$ cat src/rtl/gps_display_sched.sv
`timescale 1ns/1ps
// gps_display_sched: rotating GPS time-of-day LED display with alert preemption and a stale-data flag.
// Build macro GPS_DISP_STALE_BLINK_EN: blank led_out on alternate dwell periods while stale.
module gps_display_sched #(
  parameter int unsigned DWELL_CYCLES = 32'd50000000,
  parameter int unsigned STALE_CYCLES = 32'd100000000
) (
  input  logic       clk,
  input  logic       rst,
  input  logic       nsr_valid,
  input  logic [4:0] gps_hr,
  input  logic [5:0] gps_min,
  input  logic [5:0] gps_sec,
  input  logic       mode_auto,
  input  logic [1:0] manual_sel,
  input  logic       alert_req,
  input  logic [7:0] alert_code,
  output logic [7:0] led_out,
  output logic [1:0] field_id,
  output logic       alert_ack,
  output logic       stale
);

  localparam int DW = $clog2(DWELL_CYCLES);
  localparam int SW = $clog2(STALE_CYCLES + 32'd1);
  localparam logic [DW-1:0] DWELL_LAST = DW'(DWELL_CYCLES - 32'd1);
  localparam logic [SW-1:0] STALE_MAX  = SW'(STALE_CYCLES);
  localparam logic [SW-1:0] STALE_PRE  = SW'(STALE_CYCLES - 32'd1);

  typedef enum logic [2:0] {
    NOFIX    = 3'd0,
    SHOW_HR  = 3'd1,
    SHOW_MIN = 3'd2,
    SHOW_SEC = 3'd3,
    ALERT    = 3'd4
  } state_t;

  state_t          state_q, ret_q;
  state_t          sel_state_d, next_state_d, ret_d;
  logic [DW-1:0]   dwell_q;
  logic [SW-1:0]   stale_cnt_q;
  logic            stale_q, ack_q, block_q, mode_q;
  logic [4:0]      hr_q;
  logic [5:0]      min_q, sec_q;
  logic [7:0]      code_q, led_q, led_d, raw_led_s;
  logic [1:0]      field_q, field_d, show_s, disp_sel_s;
  logic            blank_s;

`ifdef GPS_DISP_STALE_BLINK_EN
  logic [DW-1:0]   blink_cnt_q;
  logic            blink_q;

  // Blink phase flips once per dwell period while the data is stale.
  always_ff @(posedge clk) begin
    if (rst || !stale_q) begin
      blink_cnt_q <= '0;
      blink_q     <= 1'b0;
    end else if (blink_cnt_q == DWELL_LAST) begin
      blink_cnt_q <= '0;
      blink_q     <= ~blink_q;
    end else begin
      blink_cnt_q <= blink_cnt_q + 1'b1;
    end
  end

  assign blank_s = stale_q && blink_q && (state_q != ALERT);
`else
  assign blank_s = 1'b0;
`endif

  // Next-field selection and the display value registered on the following edge.
  always_comb begin
    sel_state_d  = SHOW_HR;
    next_state_d = SHOW_HR;
    show_s       = 2'd0;
    raw_led_s    = 8'h00;
    field_d      = 2'd3;
    case (manual_sel)
      2'd1:    sel_state_d = SHOW_MIN;
      2'd2:    sel_state_d = SHOW_SEC;
      default: sel_state_d = SHOW_HR;
    endcase
    case (state_q)
      SHOW_HR:  begin next_state_d = SHOW_MIN; show_s = 2'd0; end
      SHOW_MIN: begin next_state_d = SHOW_SEC; show_s = 2'd1; end
      default:  begin next_state_d = SHOW_HR;  show_s = 2'd2; end
    endcase
    // A pending return to NOFIX becomes SHOW_HR once a sentence has arrived.
    ret_d      = (nsr_valid && ret_q == NOFIX) ? SHOW_HR : ret_q;
    disp_sel_s = mode_auto ? show_s : manual_sel;
    case (state_q)
      SHOW_HR, SHOW_MIN, SHOW_SEC: begin
        field_d = disp_sel_s;
        case (disp_sel_s)
          2'd0:    raw_led_s = {3'b000, hr_q};
          2'd1:    raw_led_s = {2'b00, min_q};
          2'd2:    raw_led_s = {2'b00, sec_q};
          default: raw_led_s = 8'h66;
        endcase
      end
      ALERT:   begin raw_led_s = code_q; field_d = 2'd3; end
      default: begin raw_led_s = 8'h00;  field_d = 2'd3; end
    endcase
    led_d = blank_s ? 8'h00 : raw_led_s;
  end

  // Scheduler FSM, snapshot, staleness tracking and registered outputs.
  always_ff @(posedge clk) begin
    if (rst) begin
      state_q     <= NOFIX;
      ret_q       <= NOFIX;
      dwell_q     <= '0;
      stale_cnt_q <= '0;
      stale_q     <= 1'b0;
      hr_q        <= 5'd0;
      min_q       <= 6'd0;
      sec_q       <= 6'd0;
      code_q      <= 8'h00;
      led_q       <= 8'h00;
      field_q     <= 2'd3;
      ack_q       <= 1'b0;
      block_q     <= 1'b0;
      mode_q      <= 1'b1;
    end else begin
      led_q   <= led_d;
      field_q <= field_d;
      ack_q   <= 1'b0;
      mode_q  <= mode_auto;
      if (nsr_valid) begin
        hr_q        <= gps_hr;
        min_q       <= gps_min;
        sec_q       <= gps_sec;
        stale_cnt_q <= '0;
        stale_q     <= 1'b0;
      end else if (stale_cnt_q != STALE_MAX) begin
        stale_cnt_q <= stale_cnt_q + 1'b1;
        stale_q     <= (stale_cnt_q == STALE_PRE);
      end else begin
        stale_q     <= 1'b1;
      end
      case (state_q)
        NOFIX: begin
          block_q <= 1'b0;
          if (alert_req && !block_q) begin
            ack_q   <= 1'b1;
            code_q  <= alert_code;
            ret_q   <= nsr_valid ? (mode_auto ? SHOW_HR : sel_state_d) : NOFIX;
            state_q <= ALERT;
            dwell_q <= '0;
          end else if (nsr_valid) begin
            state_q <= mode_auto ? SHOW_HR : sel_state_d;
            dwell_q <= '0;
          end
        end
        ALERT: begin
          ret_q <= ret_d;
          if (dwell_q == DWELL_LAST) begin
            state_q <= ret_d;
            dwell_q <= '0;
            block_q <= 1'b1;
          end else begin
            dwell_q <= dwell_q + 1'b1;
          end
        end
        SHOW_HR, SHOW_MIN, SHOW_SEC: begin
          block_q <= 1'b0;
          if (alert_req && !block_q) begin
            ack_q   <= 1'b1;
            code_q  <= alert_code;
            ret_q   <= state_q;
            state_q <= ALERT;
            dwell_q <= '0;
          end else if (!mode_auto) begin
            state_q <= sel_state_d;
            dwell_q <= '0;
          end else if (mode_auto != mode_q) begin
            dwell_q <= '0;
          end else if (!stale_q) begin
            if (dwell_q == DWELL_LAST) begin
              state_q <= next_state_d;
              dwell_q <= '0;
            end else begin
              dwell_q <= dwell_q + 1'b1;
            end
          end
        end
        default: begin
          state_q <= NOFIX;
          dwell_q <= '0;
        end
      endcase
    end
  end

  assign led_out   = led_q;
  assign field_id  = field_q;
  assign alert_ack = ack_q;
  assign stale     = stale_q;

endmodule

$ cat config.mk
export PLATFORM = sky130hd
export DESIGN_NAME = gps_display_sched
export DESIGN_NICKNAME = d
export VERILOG_FILES = /design/src/rtl/gps_display_sched.sv
export SDC_FILE = /design/constraint.sdc
export NUM_CORES = 1
export LEC_CHECK = 0
export ABC_AREA = 1
export BUFFER_PORTS_ARGS = -buffer_cell sky130_fd_sc_hd__buf_2
export CORE_MARGIN = 2
export CORE_UTILIZATION = 59
export CTS_CLUSTER_DIAMETER = 30
export CTS_CLUSTER_SIZE = 24
export DETAILED_ROUTE_END_ITERATION = 7
export PLACE_DENSITY = 0.9
export REMOVE_ABC_BUFFERS = 1
export SETUP_SLACK_MARGIN = 0.3
export SYNTH_ARGS = -nofsm -noshare
export SYNTH_HDL_FRONTEND = slang
export SYNTH_SLANG_ARGS = --single-unit
$ cat constraint.sdc
create_clock -name clk -period 1.86 [get_ports clk]
set_input_delay 0.093 -clock clk [delete_from_list [all_inputs] [get_ports clk]]
set_output_delay 0.093 -clock clk [all_outputs]
set_load 0.05 [all_outputs]
==> metrics.md <==
| Metric | Value |
|---|---|
| Layout Nets | 864 |
| Vias per cell | 5.967 |
| Max cap viols | 0 |
| Starting Density | 59.99% |
| CTS clk-pin slew, worst paths | 0.10 ns |
| Post-synth EDFFs | 0 |
| Synth warnings | 0 |
| Synth area leaders | dfxtp_1 (40%), nand2_1 (11%), nor2_1 (8.2%) |
| Root Buffer Master | clkbuf_8 |
| FP Rows | 33 |
| CTS H-tree lvls | 3 |
| WP data required | 2.15 ns |
| Comb power frac | 34.1% |
| Routability Congestion | 0.9504 |
| Final setup vio count | 0 |
| Placed wire-length estimate | 8888 µm |
| Total gr overflow | 0 |
| Post-Layout Cell Count | 938 |
| DR pass1 iterations | 8 |
| Syn Std Cell Area | 4880 µm² |
| Top_reg_cell synth | dfxtp_1 |
| Failing checks | design-rule violations |
| DRT iter0 DRCs | 641 |
| Internal power | 3633 µW |
| Synth Instances | 725 |
| Mapped Avg Cell Area | 6.731 µm² |
| Fin. max-slew vios | 0 |
| Hold Fails Final Rpt | 0 |
| FF-to-FF setup slack | 0.21 ns |
| Setup crit start kind | register |
| Tcrit/Tclk final | 88.62% |
| CTS max path bufs | 2 |
| Core area | 8134 µm² |
| Share of synthesized registers carrying an async set or reset | 0% |
| Clock tree from TritonCTS | done |
| CTS buffer count | 9 |
| Share of cells above drive strength 1 | 27.37% |
| First-pass GRT wire length | 22,250 µm |
| Largest net degree at the start of global routing | 21 |
| Largest area contributor in the synthesized netlist | dfxtp_1 |
| Worst Setup End Kind | register |
| Actual slew at the worst max-slew pin | 0.7444 ns |
| Synth cell types | 43 |
| TritonCTS Sinks | 98 |
| Crit path kind | register to register |
| DP Worst Slack | -0.01376 ns |
| Sw Ratio | 37.88% |
| Register-to-Register Path Depth | 8 |
| Worst reg2reg endpoint | dwell_q[8]$_SDFFE_PP0P_ |
| CP arrival | 1.94 ns |
| Area Growth Syn to Fin | 29.87% |
| DP Cell Count | 874 |
| # IOs | 44 |
| Register bit total from synthesis | 98 |
| Pwr/cell area | 922.9 nW/µm² |
| Die Area | 9015 µm² |
| Final Skew | 0.01879 ns |
| DRC | 1 |
| Commonest non-fill, non-tap cells in the layout | nand2_1 (122), inv_1 (94), nor2_1 (81), dfxtp_1 (72), nand3_1 (52) |
| Hold crit path type | input pin to register |
| Number of port buffers | 43 |
| Worst r2r src | state_q[0]$_SDFFE_PP0P_ |
| WL/cell | 16.46 µm |
| DR vias | 5,597 |
| Final Critical Period | 1.648 ns |
| Die Ht | 94.95 µm |
| Hold EP | code_q[4]$_SDFFE_PP0P_ |
| Worst setup slack after layout | 0.2117 ns |
| Die X-Extent | 94.95 µm |
| Seq/Total Area, Yosys | 40.21% |
| Most common cell after layout, fill and taps aside | nand2_1 |
| Clock power frac | 24.5% |
| Ant. Diodes | 0 |
| Hold Startpoint | alert_code[4] |
| Worst-path fanout max | 9 |
| Status | complete, but fails checks |
| Switching power | 2215 µW |
| Initial antenna violation count | 0 |
| Final ANT Viol Nets | 0 |
| Vias in the first global route | 5,075 |
| Pleak | 0.002541 µW |
| Clk_lat worst skew | 0.36 ns |
| All-Layer GR Usage | 30.75% |
| Post-synth top area share | 40.21% |
| Hold depth | 3 |
| Max Fclk | 606.7 MHz |
| VDD IR max | 0.7076 mV |
| Routed Wire Length | 15,440 µm |
| Unrepaired setup endpoints after global routing | true |
| Register share of total power | 41.4% |
| Worst rel slew slack | 50.32% |
sequential cells by signal (all words and copies together), names as in the netlist, 2 cells and up:
signal	flops
led_out	8
stale_cnt_q	27
field_id	2
state_q	3
sec_q	6
min_q	6
dwell_q	26
hr_q	5
ret_q	3
code_q	8
worst max-delay path, cell delays in order (launching register included):
cell	delay, ns
dfxtp_4	0.38
o21ai_4	0.24
nor2_4	0.10
nand2_4	0.12
nand2_4	0.09
buf_4	0.19
o21ai_1	0.19
nand2_1	0.10
nor2_1	0.18
synthesized netlist by cell type (6+ instances only):
cell type and n:
a21oi_1 49, clkbuf_1 10, dfxtp_1 98, inv_1 97, nand2_1 140, nand3_1 59, nand4_1 15, nor2_1 106
nor3_1 21, o21ai_0 55, o21ai_1 6
how the worst max path moves through the flow:
stage / cells past startpoint / start / to / slack (ns)
3_3_place_gp: 10 / dwell_q[0]$_SDFFE_PP0P_ / dwell_q[18]$_SDFFE_PP0P_ / 0.12
6_report: 8 / state_q[0]$_SDFFE_PP0P_ / dwell_q[8]$_SDFFE_PP0P_ / 0.21
3_5_place_dp: 10 / dwell_q[1]$_SDFFE_PP0P_ / dwell_q[18]$_SDFFE_PP0P_ / -0.01
4_1_cts: 9 / stale_cnt_q[5]$_SDFFE_PP0N_ / stale_cnt_q[18]$_SDFFE_PP0N_ / 0.29
2_1_floorplan: 8 / stale$_SDFF_PP0_ / dwell_q[18]$_SDFFE_PP0P_ / 0.23
5_1_grt: 8 / dwell_q[5]$_SDFFE_PP0P_ / dwell_q[8]$_SDFFE_PP0P_ / 0.12
stage by stage:
step / total power, µW / utilization (%) / instance area [µm²] / setup TNS (ns) / hold slack (ns)
floorplan: 3464 / - / 4800 / 0 / 0.1621
global placement: 3842 / 64.84 / 5274 / 0 / 0.3082
detailed placement: 3899 / 64.84 / 5274 / -0.01968 / 0.3241
CTS: 5477 / 72.34 / 5884 / 0 / 0.002318
global route: 6094 / 77.91 / 6337 / 0 / 0.01240
finish: 5849 / 77.91 / 6337 / 0 / 0.04078
per-layer routing:
metal	part of all wire [%]	global-route usage, %	wire [µm]
met1	36	37.23	5613
met2	49	52.90	7563
met3	8.6	4.629	1322
met4	6.1	15.58	935
met5	0	0	0
area by class of cell:
class,instances,area [µm²]
sequential,98,2009
inverter,103,397.9
multi-input combinational,508,2825
tap,105,131.4
timing repair buffer,108,770.7
fill,483,1797
clock buffer,11,141.4
clock inverter,5,61.31
kinds of logic (layout without fill, tap and decap cells):
family	Yosys count	in the layout	synth area share [%]
flip-flops	98	98	40.21
buffers and inverters	119	227	9.641
AND/OR/NAND/NOR	373	373	34.44
AO/OA/AOI/OAI	126	126	13.80
adder cells (fa/ha/maj)	4	4	1.026
XOR/XNOR	5	5	0.8974
power by group through the flow:
stage	Combinational, µW	Clock [µW]	Sequential, µW
final	2000	1430	2420
after global routing	2130	1530	2430
after CTS	1650	1430	2400
after detailed placement	1480	0	2420
after global placement	1430	0	2410
after floorplan	918	0	2550
what timing repair did:
action	CTS	global route
endpoints found under the hold margin	21	0
setup buffers	8	19
hold buffers	21	0
endpoints found under the setup margin	38	56
pin swaps	13	32
gates resized for setup	42	101
(Power assumes the default switching activity.)
